==> config.mk <==
export PLATFORM = sky130hd
export DESIGN_NAME = memory_cycle_flat
export DESIGN_NICKNAME = d
export VERILOG_FILES = /design/src/rtl/memory_cycle_if.sv /design/src/rtl/memory_cycle.sv /design/src/flat_wrapper.sv
export SDC_FILE = /design/constraint.sdc
export NUM_CORES = 1
export LEC_CHECK = 0
export ABC_AREA = 1
export ABC_CLOCK_PERIOD_IN_PS = 2100
export CAP_MARGIN = 0
export CELL_PAD_IN_SITES_DETAIL_PLACEMENT = 1
export CELL_PAD_IN_SITES_GLOBAL_PLACEMENT = 2
export CORE_ASPECT_RATIO = 1.4
export CORE_MARGIN = 3
export CORE_UTILIZATION = 19
export CTS_BUF_LIST = sky130_fd_sc_hd__clkbuf_16
export DETAILED_ROUTE_END_ITERATION = 7
export GPL_ROUTABILITY_DRIVEN = 0
export HOLD_SLACK_MARGIN = 0.08
export PLACE_DENSITY_LB_ADDON = 0.25
export SLEW_MARGIN = 30
export SYNTH_ARGS = -nofsm -noshare
export SYNTH_HDL_FRONTEND = slang
export SYNTH_SLANG_ARGS = --single-unit
==> constraint.sdc <==
create_clock -name clk -period 2.1 [get_ports clk]
set_input_delay 0.315 -clock clk [delete_from_list [all_inputs] [get_ports clk]]
set_output_delay 0.315 -clock clk [all_outputs]
set_load 0.05 [all_outputs]
==> src/rtl/memory_cycle_if.sv <==
// Data-memory bus between the M stage (master) and the memory (slave).
// Request/grant phase for address and write data, then rvalid for load data.
interface memory_cycle_if;
  logic        req;
  logic        we;
  logic [31:0] addr;
  logic [31:0] wdata;
  logic        gnt;
  logic        rvalid;
  logic [31:0] rdata;

  modport master (
    output req, we, addr, wdata,
    input  gnt, rvalid, rdata
  );

  modport slave (
    input  req, we, addr, wdata,
    output gnt, rvalid, rdata
  );
endinterface

==> src/rtl/memory_cycle.sv <==
// RISC-V M stage: word load/store over req/gnt/rvalid, M/W register, stall and watchdog abort.
// Define MEM_MISALIGN_CHK_EN to suppress accesses whose address is not word aligned.
module memory_cycle #(
  parameter int unsigned MAX_WAIT = 16,
  parameter int unsigned CNT_W    = 5
) (
  input  logic           clk,
  input  logic           rst,
  input  logic [31:0]    AluResult_M,
  input  logic [31:0]    WriteData_M,
  input  logic [4:0]     Rd_M,
  input  logic           RegWrite_M,
  input  logic           ResultSrc_M,
  input  logic           MemWrite_M,
  output logic           stall_M,
  memory_cycle_if.master dmem,
  output logic [31:0]    AluResult_W,
  output logic [31:0]    ReadData_W,
  output logic [4:0]     Rd_W,
  output logic           RegWrite_W,
  output logic           ResultSrc_W,
  output logic           bus_err_W,
  output logic           misalign_W
);

  typedef enum logic [0:0] {StIdle, StWait} state_e;

  state_e           state_q, state_d;
  logic [CNT_W-1:0] cnt_q, cnt_d;

  logic [31:0] alu_q, alu_d;
  logic [31:0] rdata_q, rdata_d;
  logic [4:0]  rd_q, rd_d;
  logic        rw_q, rw_d;
  logic        rs_q, rs_d;
  logic        buserr_q, buserr_d;
  logic        mis_q, mis_d;

  logic access;
  logic misalign;
  logic at_limit;
  logic req;
  logic mem_done;
  logic load_done;
  logic timeout;
  logic done;

  // Both ResultSrc_M and MemWrite_M set is treated as a store.
  assign access   = ResultSrc_M | MemWrite_M;
  assign at_limit = (cnt_q == CNT_W'(MAX_WAIT - 1));

`ifdef MEM_MISALIGN_CHK_EN
  assign misalign = access && (state_q == StIdle) && (AluResult_M[1:0] != 2'b00);
`else
  assign misalign = 1'b0;
`endif

  always_comb begin
    state_d   = state_q;
    req       = 1'b0;
    mem_done  = 1'b0;
    load_done = 1'b0;
    timeout   = 1'b0;
    case (state_q)
      StIdle: begin
        // At the limit the request is withdrawn, so a late grant cannot be taken.
        if (access && !misalign) begin
          if (at_limit) begin
            timeout = 1'b1;
          end else begin
            req = 1'b1;
            if (dmem.gnt) begin
              if (MemWrite_M) mem_done = 1'b1;
              else            state_d  = StWait;
            end
          end
        end
      end
      StWait: begin
        if (dmem.rvalid) begin
          mem_done  = 1'b1;
          load_done = 1'b1;
          state_d   = StIdle;
        end else if (at_limit) begin
          timeout = 1'b1;
          state_d = StIdle;
        end
      end
      default: state_d = StIdle;
    endcase

    done = mem_done | timeout | misalign;
    if (done || (state_q == StIdle && !access)) cnt_d = '0;
    else                                       cnt_d = cnt_q + 1'b1;
  end

  always_comb begin
    alu_d    = alu_q;
    rdata_d  = rdata_q;
    rd_d     = rd_q;
    rw_d     = 1'b0;
    rs_d     = 1'b0;
    buserr_d = 1'b0;
    mis_d    = 1'b0;
    if (timeout) begin
      buserr_d = 1'b1;
    end else if (misalign) begin
      mis_d = 1'b1;
    end else if (!access || mem_done) begin
      alu_d = AluResult_M;
      rd_d  = Rd_M;
      rw_d  = RegWrite_M;
      rs_d  = ResultSrc_M;
      if (load_done) rdata_d = dmem.rdata;
    end
  end

  always_ff @(posedge clk or negedge rst) begin
    if (!rst) begin
      state_q  <= StIdle;
      cnt_q    <= '0;
      alu_q    <= '0;
      rdata_q  <= '0;
      rd_q     <= '0;
      rw_q     <= 1'b0;
      rs_q     <= 1'b0;
      buserr_q <= 1'b0;
      mis_q    <= 1'b0;
    end else begin
      state_q  <= state_d;
      cnt_q    <= cnt_d;
      alu_q    <= alu_d;
      rdata_q  <= rdata_d;
      rd_q     <= rd_d;
      rw_q     <= rw_d;
      rs_q     <= rs_d;
      buserr_q <= buserr_d;
      mis_q    <= mis_d;
    end
  end

  // Reset masks the combinational outputs immediately, not at the next edge.
  assign stall_M    = access & ~done & rst;
  assign dmem.req   = req & rst;
  assign dmem.we    = MemWrite_M;
  assign dmem.addr  = AluResult_M;
  assign dmem.wdata = WriteData_M;

  assign AluResult_W = alu_q;
  assign ReadData_W  = rdata_q;
  assign Rd_W        = rd_q;
  assign RegWrite_W  = rw_q;
  assign ResultSrc_W = rs_q;
  assign bus_err_W   = buserr_q;
  assign misalign_W  = mis_q;

endmodule
==> src/flat_wrapper.sv <==
// flat-port wrapper written by rule: the top's interface ports become plain ports
module memory_cycle_flat 
#(
  parameter int unsigned MAX_WAIT = 16,
  parameter int unsigned CNT_W    = 5
)
  (clk, rst, AluResult_M, WriteData_M, Rd_M, RegWrite_M, ResultSrc_M, MemWrite_M, stall_M, AluResult_W, ReadData_W, Rd_W, RegWrite_W, ResultSrc_W, bus_err_W, misalign_W, dmem_req, dmem_we, dmem_addr, dmem_wdata, dmem_gnt, dmem_rvalid, dmem_rdata);
  memory_cycle_if dmem_i ();
  input  logic clk;
  input  logic rst;
  input  logic [31:0] AluResult_M;
  input  logic [31:0] WriteData_M;
  input  logic [4:0] Rd_M;
  input  logic RegWrite_M;
  input  logic ResultSrc_M;
  input  logic MemWrite_M;
  output logic stall_M;
  output logic [31:0] AluResult_W;
  output logic [31:0] ReadData_W;
  output logic [4:0] Rd_W;
  output logic RegWrite_W;
  output logic ResultSrc_W;
  output logic bus_err_W;
  output logic misalign_W;
  output wire logic [$bits(dmem_i.req)-1:0] dmem_req;
  output wire logic [$bits(dmem_i.we)-1:0] dmem_we;
  output wire logic [$bits(dmem_i.addr)-1:0] dmem_addr;
  output wire logic [$bits(dmem_i.wdata)-1:0] dmem_wdata;
  input wire logic [$bits(dmem_i.gnt)-1:0] dmem_gnt;
  input wire logic [$bits(dmem_i.rvalid)-1:0] dmem_rvalid;
  input wire logic [$bits(dmem_i.rdata)-1:0] dmem_rdata;
  assign dmem_req = dmem_i.req;
  assign dmem_we = dmem_i.we;
  assign dmem_addr = dmem_i.addr;
  assign dmem_wdata = dmem_i.wdata;
  assign dmem_i.gnt = dmem_gnt;
  assign dmem_i.rvalid = dmem_rvalid;
  assign dmem_i.rdata = dmem_rdata;
  memory_cycle #(.MAX_WAIT(MAX_WAIT), .CNT_W(CNT_W)) u_core (.clk(clk), .rst(rst), .AluResult_M(AluResult_M), .WriteData_M(WriteData_M), .Rd_M(Rd_M), .RegWrite_M(RegWrite_M), .ResultSrc_M(ResultSrc_M), .MemWrite_M(MemWrite_M), .stall_M(stall_M), .dmem(dmem_i), .AluResult_W(AluResult_W), .ReadData_W(ReadData_W), .Rd_W(Rd_W), .RegWrite_W(RegWrite_W), .ResultSrc_W(ResultSrc_W), .bus_err_W(bus_err_W), .misalign_W(misalign_W));
endmodule
==> results of run 1 <==
power by group through the flow:
stage               logic [uW]  registers, uW  clock network, uW
global route              2820           2060               1770
finish                    2680           2010               1620
CTS                       2700           2010               1700
global placement          2650           2030                  0
floorplan                  750           3110                  0
detailed placement        2670           2040                  0
sequential cells by signal, summed over array words and instances, names as in the netlist:
name / cells
u_core.AluResult_W: 32
u_core.ReadData_W: 32
u_core.Rd_W: 5
u_core.cnt_q: 5
u_core.RegWrite_W: 1
u_core.ResultSrc_W: 1
u_core.bus_err_W: 1
u_core.state_q: 1
kinds of logic after synthesis:
group | count (synthesis) | synth area share, %
XOR/XNOR | 2 | 0.488
AO/OA/AOI/OAI | 2 | 0.383
adder cells (fa/ha/maj) | 3 | 1.05
AND/OR/NAND/NOR | 134 | 15.9
buffers and inverters | 92 | 17.7
flip-flops | 78 | 54.4
other | 1 | 0.104
multiplexers | 32 | 10.0
metrics by stage:
stage	TNS, ns	hold WS (ns)	cell area [sq um]
floorplan	0	0.0194	3600
global placement	0	0.443	5170
detailed placement	0	0.460	5170
CTS	-0.0404	0.163	5540
global route	-0.0657	0.190	5590
finish	0	0.135	5590
worst max-delay path, delay by kind of cell (launching register included):
| kind | cells | cell delay, ns |
|---|---|---|
| adders and majority gates | 2 | 0.33 |
| DFF | 1 | 0.36 |
| buffers and inverters | 1 | 0.16 |
| and+or+nand+nor | 5 | 0.60 |
timing repair:
| item | in CTS | in global routing |
|---|---|---|
| endpoints found under the setup margin | 2 | 2 |
| setup buffers | 4 | 4 |
| gates resized for setup | 9 | 4 |
| pin swaps | 6 | 4 |
worst paths after layout:
| check | end | slack, ns | from |
|---|---|---|---|
| min | u_core.AluResult_W[26] | 0.14 | rst |
| max reg2reg | u_core.AluResult_W[21] | 0.23 | u_core.cnt_q[0] |
| min in group clk | u_core.AluResult_W[4] | 0.47 | u_core.AluResult_W[4] |
| max | stall_M | 0.002 | u_core.cnt_q[0] |
| min reg2reg | u_core.AluResult_W[4] | 0.47 | u_core.AluResult_W[4] |
| max in group asynchronous | u_core.AluResult_W[5] | 1.45 | rst |
area by class of cell:
cell class              instances  area [sq um]
flip-flops and latches         78          1950
clock buffers                   9           225
clock inverters                 5          76.3
fillers                      2083         12700
multi-input cells             174          1070
well taps                     240           300
repair buffers                198          1920
inverters                      11          41.3
layer usage:
layer	vias up	wire length (um)
met1	1364	3770
met4	2	214
met2	102	5970
met5	-	13
li1	1290	-
met3	18	850
cells in the final DEF (no fill, tap or decap), types with 2 or more instances in the layout:
| master | n |
|---|---|
| nand2_1 | 78 |
| clkdlybuf4s50_1 | 146 |
| bufinv_16 | 2 |
| nand2_2 | 3 |
| inv_1 | 10 |
| nand3_1 | 38 |
| mux2_2 | 32 |
| ha_2 | 2 |
| buf_4 | 46 |
| clkbuf_16 | 9 |
| dfrtp_1 | 78 |
| nor2_1 | 7 |
| nor2_4 | 2 |
| buf_12 | 5 |
==> results_dict.tcl, run 1 <==
set metrics [dict create \
    setup_ws_ns 0.00160 \
    synthTopCellsByArea "dfrtp_1, buf_4, mux2_2" \
    synth_top_area_share_pct 54.4 \
    worstPathArrival_ns 1.78 \
    crit_chain "ha_2 > and3_4 > ha_4 > nor2_4 > nand2_2 > nand3_4 > nor3_4 > buf_12" \
    status "complete, no violations" \
    irDropWorstVdd_mv 0.393 \
    p_per_area_nw_per_um2 1130 \
    critPathKind "flip-flop to output port" \
    ys_ff_latch 78 \
    post-dp-hpwl_mm 8.02 \
    cts-hold-fix-buffers 0 \
    yosysMostFrequentCell "nand2_1" \
    final_antenna_net_count 0 \
    slowest_delay_ns 0.36 \
    period_minus_slack_ns 2.10 \
    pre_cts_ws_ns 0.0719 \
    antenna_cells 0 \
    cts_tree "yes" \
    fin_crit_sh_pct 99.9 \
    core-area_sq_um 18300 \
    reg2reg_depth 11 \
    fmax_ghz 0.477 \
    grt_pass1_vias 3015 \
    drt-total-wl_mm 10.8 \
    cts_buffers 9 \
    tightest_slew_ns 0.756 \
    gr-usage-met2_pct 19.7 \
    worstPathMaxFanout 2 \
    die_w_um 122 \
    synth-async-reset-ratio_pct 100 \
    synth_warnings 0 \
    cts_max_level 3 \
    drt_iter0_markers 63 \
    max_cap_viol_count 0 \
    syn2layout_area_growth_pct 55.6 \
    dieArea_sq_um 20600 \
    clock_latency_ns 0.34 \
    vias 2776 \
    slowest_stage "dfrtp_1" \
    finalNonFillerCells 715 \
    grt_max_degree 79 \
    clock_tree.root_cell "clkbuf_16" \
    hold_viol_final 0 \
    finalSetupViolCount 0 \
    antenna_found_initial 1 \
    pwr-share-comb_pct 42.5 \
    place_inst 693 \
    cts_max_path_buffers 2 \
    p_int_uw 3820 \
    yosysTopAreaCell "dfrtp_1" \
    io_pins 248 \
    finalPower_uw 6300 \
    yosys-top-cells-count "nand2_1, dfrtp_1, buf_4, nand3_1, mux2_2" \
    drive_above_1_share_pct 23.6 \
    worst_ep_required_time_ns 1.78 \
    fin_util_pct 30.5 \
    viasPerCell 3.88 \
    die_h_um 169 \
    use_met3_pct 3.58 \
    rsz0062_at_grt "yes" \
    finalClockSkew_ns 0.00732 \
    slew_viol_final 0 \
    synth_edf_count 0 \
    portBuffers 182 \
    rows 58 \
    p_switching_uw 2480 \
    p_leak_uw 0.00253 \
    syn_nets 455 \
    hold_path.class "input pin to asynchronous set/reset pin" \
    crit_path_end_kind "output port" \
    grt_use_met1_pct 10.9 \
    syn_inst 344 \
    clkSlewWorstSetupHoldPaths_ns 0.05 \
    synth_ff_type "dfrtp_1" \
    dr.pass1.iters 4 \
    clkPwrFrac_pct 25.7 \
    wl_per_cell_um 15.1 \
    syn-cell-area_sq_um 3590 \
    syn_area_per_cell_sq_um 10.4 \
    synth.distinct_cells 21 \
    fin_nets 583 \
    seqPwrFrac_pct 31.8 \
    cts_sinks 78 \
    critPathLaunchType "flip-flop" \
    seq_area_frac_synth_pct 54.4 \
    grt_use_total_pct 10.7 \
    grt_overflow 0 \
    netSwitchingFraction_pct 39.4 \
    drc_errors 0 \
    busiest_layer "met2" \
    grt_pass1_wl_mm 16.9 \
    slew_headroom_pct 49.6 \
    initial_core_util_pct 19.6 \
]
(Power assumes the default switching activity.)
==> run 2: changes to the inputs <==
--- a/config.mk
+++ b/config.mk
@@ -5,19 +5,20 @@
 export SDC_FILE = /design/constraint.sdc
 export NUM_CORES = 1
 export LEC_CHECK = 0
-export ABC_AREA = 1
 export ABC_CLOCK_PERIOD_IN_PS = 2100
 export CAP_MARGIN = 0
 export CELL_PAD_IN_SITES_DETAIL_PLACEMENT = 1
 export CELL_PAD_IN_SITES_GLOBAL_PLACEMENT = 2
 export CORE_ASPECT_RATIO = 1.4
 export CORE_MARGIN = 3
-export CORE_UTILIZATION = 19
+export CORE_UTILIZATION = 20
 export CTS_BUF_LIST = sky130_fd_sc_hd__clkbuf_16
+export CTS_CLUSTER_SIZE = 16
 export DETAILED_ROUTE_END_ITERATION = 7
 export GPL_ROUTABILITY_DRIVEN = 0
 export HOLD_SLACK_MARGIN = 0.08
 export PLACE_DENSITY_LB_ADDON = 0.25
+export SKIP_CTS_REPAIR_TIMING = 1
 export SLEW_MARGIN = 30
 export SYNTH_ARGS = -nofsm -noshare
 export SYNTH_HDL_FRONTEND = slang
==> results_dict.tcl, run 2 <==
set metrics [dict create \
    p_leak_uw 0.00256 \
    die_w_um 118 \
    met3WireLength_um 766 \
    worst_ep_required_time_ns 1.78 \
    grt_overflow 0 \
    highest_layer "met4" \
    synth-async-reset-ratio_pct 100 \
    finalSetupViolCount 39 \
    fin_crit_sh_pct 107 \
    clkSlewWorstSetupHoldPaths_ns 0.06 \
    hold_viol_final 0 \
    worstPathMaxFanout 2 \
    grt_pass1_vias 2612 \
    tightest_slew_ns 0.555 \
    wl_per_cell_um 16.3 \
    grt_use_total_pct 9.85 \
    die_h_um 162 \
    rsz0062_at_grt "yes" \
    setup_ws_ns -0.143 \
    syn_nets 363 \
    irDropWorstVdd_mv 0.511 \
    cts_sinks 78 \
    drt_iter0_markers 48 \
    cts_tree "yes" \
    fmax_ghz 0.446 \
    crit_chain "ha_2 > and3_4 > ha_4 > nand4bb_4 > buf_6 > nand3b_1 > nor2_2 > buf_12" \
    initial_core_util_pct 20.6 \
    hold_path.class "flip-flop to flip-flop" \
    cts_buffers 9 \
    clock_tree.root_cell "clkbuf_16" \
    synth_ff_type "dfrtp_1" \
    worstPathArrival_ns 1.93 \
    io_pins 248 \
    place_inst 604 \
    slowest_delay_ns 0.39 \
    dieArea_sq_um 19100 \
    max_cap_viol_count 0 \
    cts_max_level 3 \
    slew_headroom_pct 62.9 \
    period_minus_slack_ns 2.24 \
    rrSetupSlack_ns -0.05 \
    grt_max_degree 79 \
    finalClockSkew_ns 0.00699 \
    drt-total-wl_mm 10.3 \
    dr.pass1.iters 2 \
    syn-cell-area_sq_um 3490 \
    layout_commonest_cell "clkdlybuf4s50_1" \
    critPathLaunchType "flip-flop" \
    synth.distinct_cells 27 \
    p_per_area_nw_per_um2 1120 \
    wl_met1_mm 3.50 \
    antenna_cells 0 \
    seq_area_frac_synth_pct 55.9 \
    grt_pass1_wl_mm 14.5 \
    cts_max_path_buffers 2 \
    rows 56 \
    yosysTopAreaCell "dfrtp_1" \
    reg2reg_depth 8 \
    finalNonFillerCells 633 \
    hold_depth 1 \
    portBuffers 182 \
    ys_ff_latch 78 \
    syn_inst 252 \
    crit_path_end_kind "output port" \
    finalSetupTns_ns -1.33 \
    failed_checks "negative setup slack" \
    met2_length_mm 5.73 \
    clock_latency_ns 0.34 \
    critPathKind "flip-flop to output port" \
    core-area_sq_um 17000 \
    drive_above_1_share_pct 37.7 \
    slew_viol_final 0 \
    yosysMostFrequentCell "dfrtp_1" \
    fillers 1844 \
    slowest_stage "dfrtp_1" \
    status "finished with violations" \
    antenna_found_initial 0 \
    synth_warnings 0 \
    yosys-top-cells-count "dfrtp_1, buf_4, mux2_2, mux2_1, nor2_1" \
    viasPerCell 3.79 \
    post-dp-hpwl_mm 6.89 \
    drc_errors 0 \
    vias 2402 \
    synth_top_area_share_pct 55.9 \
    fin_nets 507 \
    syn2layout_area_growth_pct 67.9 \
    synthTopCellsByArea "dfrtp_1, mux2_2, buf_4" \
    syn_area_per_cell_sq_um 13.9 \
    synth_edf_count 0 \
    layout_common_cells "clkdlybuf4s50_1, dfrtp_1, buf_4" \
    final_antenna_net_count 0 \
]
-- run 2: cell types whose count changed in the layout (fill, tap and decap cells not counted), sizes merged, moves of 4 or more --
| cell | before | now |
|---|---|---|
| inv | 11 | 3 |
| nor2 | 10 | 6 |
| mux2 | 32 | 69 |
| nand2 | 81 | 2 |
| clkbuf | 9 | 13 |
| nand3 | 40 | 1 |
-- run 2: area by class of cell --
type,instances,area [sq um],area share (%)
repair buffers,206,2090,35.7
flip-flops and latches,78,1950,33.3
multi-input cells,99,1180,20.2
well taps,232,290,4.95
clock buffers,9,225,3.84
clock inverters,7,114,1.94
inverters,2,7.51,0.128
-- run 2: per-layer routing --
metal  GRT usage [%]  vias to the layer above
met5               0                        -
met1            8.93                     1205
met4            6.83                        0
met3            3.73                       23
li1                -                     1073
met2            18.0                      101
-- run 2: critical path, delay by kind of cell (launching register included) --
| family | cells | cell delay [ns] |
|---|---|---|
| simple gates | 4 | 0.55 |
| flops | 1 | 0.39 |
| fa+ha+maj | 2 | 0.34 |
| buf+inv | 2 | 0.30 |
-- run 2: cells by family after synthesis --
family / share of synthesized area, %
AO/OA/AOI/OAI: 1.00
XOR/XNOR: 0.502
adder cells (fa/ha/maj): 1.08
buffers and inverters: 15.8
flip-flops: 55.9
multiplexers: 22.3
other: 0.107
AND/OR/NAND/NOR: 3.33
-- run 2: power breakdown --
group | switching [uW] | internal, uW | leakage (uW) | total [uW]
clock | 636 | 1150 | 0.000163 | 1790
combinational | 1670 | 1130 | 0.00146 | 2800
sequential | 168 | 1830 | 0.000933 | 1990
-- run 2: per-stage QoR --
step	worst slack (ns)	utilization [%]	area [sq um]	hold WS (ns)	power (uW)
after floorplan	0.00591	-	3530	0.0194	3830
after global placement	-0.108	30.5	5170	0.424	4620
after detailed placement	-0.106	30.5	5170	0.428	4650
after CTS	-0.229	32.5	5510	0.0501	6490
after global routing	-0.241	34.6	5860	0.522	6890
final	-0.143	34.6	5860	0.501	6590
-- run 2: path summary, 6_finish.rpt --
| kind | start | end |
|---|---|---|
| max | u_core.cnt_q[0] | stall_M |
| min | u_core.ReadData_W[23] | u_core.ReadData_W[23] |
| max reg2reg | u_core.cnt_q[0] | u_core.AluResult_W[25] |
| min reg2reg | u_core.ReadData_W[23] | u_core.ReadData_W[23] |
| max in group asynchronous | rst | u_core.ReadData_W[23] |
| min in group asynchronous | rst | u_core.ReadData_W[10] |
==> run 3: changes to the inputs <==
--- a/config.mk
+++ b/config.mk
@@ -7,11 +7,11 @@
 export LEC_CHECK = 0
 export ABC_CLOCK_PERIOD_IN_PS = 2100
 export CAP_MARGIN = 0
-export CELL_PAD_IN_SITES_DETAIL_PLACEMENT = 1
-export CELL_PAD_IN_SITES_GLOBAL_PLACEMENT = 2
+export CELL_PAD_IN_SITES_DETAIL_PLACEMENT = 0
+export CELL_PAD_IN_SITES_GLOBAL_PLACEMENT = 1
 export CORE_ASPECT_RATIO = 1.4
 export CORE_MARGIN = 3
-export CORE_UTILIZATION = 20
+export CORE_UTILIZATION = 26
 export CTS_BUF_LIST = sky130_fd_sc_hd__clkbuf_16
 export CTS_CLUSTER_SIZE = 16
 export DETAILED_ROUTE_END_ITERATION = 7
==> results_dict.tcl, run 3 (synthesized netlist as in run 2, its figures left out) <==
set metrics [dict create \
    grt_pass1_vias 2533 \
    core-area_sq_um 13000 \
    irDropWorstVdd_mv 0.503 \
    p_int_uw 3580 \
    grt_use_met1_pct 11.5 \
    fin_nets 498 \
    dieArea_sq_um 14900 \
    syn2layout_area_growth_pct 54.7 \
    drt-total-wl_mm 8.54 \
    layout_common_cells "clkdlybuf4s50_1, dfrtp_1, mux2_2" \
    cts_max_level 3 \
    place_inst 550 \
    critPathKind "flip-flop to output port" \
    cts_max_path_buffers 2 \
    critPathLaunchType "flip-flop" \
    p_leak_uw 0.00229 \
    r2r_end "u_core.AluResult_W[21]" \
    cts_buffers 9 \
    fin_util_pct 41.5 \
    fin_crit_sh_pct 106 \
    clkSlewWorstSetupHoldPaths_ns 0.06 \
    post-dp-hpwl_mm 6.40 \
    status "finished with violations" \
    p_per_area_nw_per_um2 1090 \
    cts_tree "yes" \
    r2r-start "u_core.cnt_q[0]" \
    clock_tree.root_cell "clkbuf_16" \
    finalPower_uw 5910 \
    fin_area_sq_um 5400 \
    drt_iter0_markers 47 \
    finalNonFillerCells 568 \
    wl_per_cell_um 15.0 \
    layout_commonest_cell "clkdlybuf4s50_1" \
    max_cap_viol_count 0 \
    pwr-share-comb_pct 44.0 \
    io_pins 248 \
    busiest_layer "met2" \
    gr-usage-met2_pct 20.6 \
    cts_sinks 78 \
    use_met3_pct 4.66 \
    cp-startpoint "u_core.cnt_q[0]" \
    tightest_slew_ns 0.713 \
    final_antenna_net_count 0 \
    reg2reg_depth 8 \
    hold_path.class "input pin to asynchronous set/reset pin" \
    worstPathArrival_ns 1.92 \
    worstPathMaxFanout 2 \
    initial_core_util_pct 26.9 \
    finalSetupViolCount 39 \
    rrSetupSlack_ns -0.13 \
    netSwitchingFraction_pct 39.4 \
    setup_ws_ns -0.133 \
    fmax_ghz 0.448 \
    failed_checks "negative setup slack" \
    die_w_um 104 \
    slew_viol_final 0 \
    grt_pass1_wl_mm 13.2 \
    portBuffers 182 \
    antenna_cells 0 \
    clkPwrFrac_pct 22.5 \
    crit_end "stall_M" \
    drc_errors 0 \
    crit_path_end_kind "output port" \
    finalClockSkew_ns 0.00418 \
    pre_cts_ws_ns -0.0636 \
    slew_headroom_pct 52.5 \
    seqPwrFrac_pct 33.6 \
    viasPerCell 4.10 \
    rows 49 \
    p_switching_uw 2330 \
    period_minus_slack_ns 2.23 \
    drive_above_1_share_pct 33.6 \
    grt_overflow 0 \
    clock_latency_ns 0.33 \
    die_h_um 143 \
    worst_ep_required_time_ns 1.78 \
    vias 2327 \
    antenna_found_initial 0 \
    grt_max_degree 79 \
    placed_area_sq_um 5100 \
    hold_viol_final 0 \
    dr.pass1.iters 4 \
    rsz0062_at_grt "yes" \
    grt_use_total_pct 11.5 \
]
-- run 3: changes by cell type in the layout (fill, tap and decap cells not counted), sizes merged --
cell,delta
buf,-4
clkbuf,-4
bufinv,-3
clkinv,+2
clkinvlp,-2
dlygate4sd3,-1
inv,+1
-- run 3: how the worst min path moves through the flow --
stage	endpoint	from	cells after the start
2_1_floorplan	u_core.AluResult_W[0]	rst	0
6_report	u_core.bus_err_W	rst	2
4_1_cts	u_core.cnt_q[4]	rst	2
3_5_place_dp	u_core.AluResult_W[26]	u_core.AluResult_W[26]	1
3_3_place_gp	u_core.AluResult_W[30]	u_core.AluResult_W[30]	1
5_1_grt	u_core.ResultSrc_W	rst	2
-- run 3: metal layers --
layer	up-vias	part of all wire, %
li1	1062	-
met1	1130	35
met2	113	54
met3	22	8.2
met4	0	3.2
met5	-	0
-- run 3: cell type report --
cell class	instances	area, sq um
clock inverters	5	21.3
flip-flops and latches	78	1950
inverters	2	7.51
multi-input cells	99	1050
repair buffers	197	1920
fillers	1251	7600
well taps	178	223
clock buffers	9	225
-- run 3: stage by stage --
step	TNS, ns	hold slack [ns]
final	-4.27	0.136
after floorplan	0	0.0194
after CTS	-2.30	0.172
after global placement	-1.37	0.470
after detailed placement	-1.88	0.478
after global routing	-7.31	0.204
-- run 3: power by group through the flow --
stage                     Clock, uW  Sequential, uW  Combinational (uW)
after floorplan                   0            3090                 732
after global placement            0            2000                2590
after detailed placement          0            2020                2610
after CTS                      1400            1990                2620
after global routing           1470            2030                2700
final                          1330            1980                2600
-- run 3: worst max-delay path, stage by stage (launching register included) --
cell and delay (ns):
dfrtp_1 0.39, ha_2 0.19, and3_4 0.19, ha_4 0.16
nand4bb_4 0.19, buf_6 0.13, nand3b_1 0.11, nor2_4 0.06
buf_12 0.16
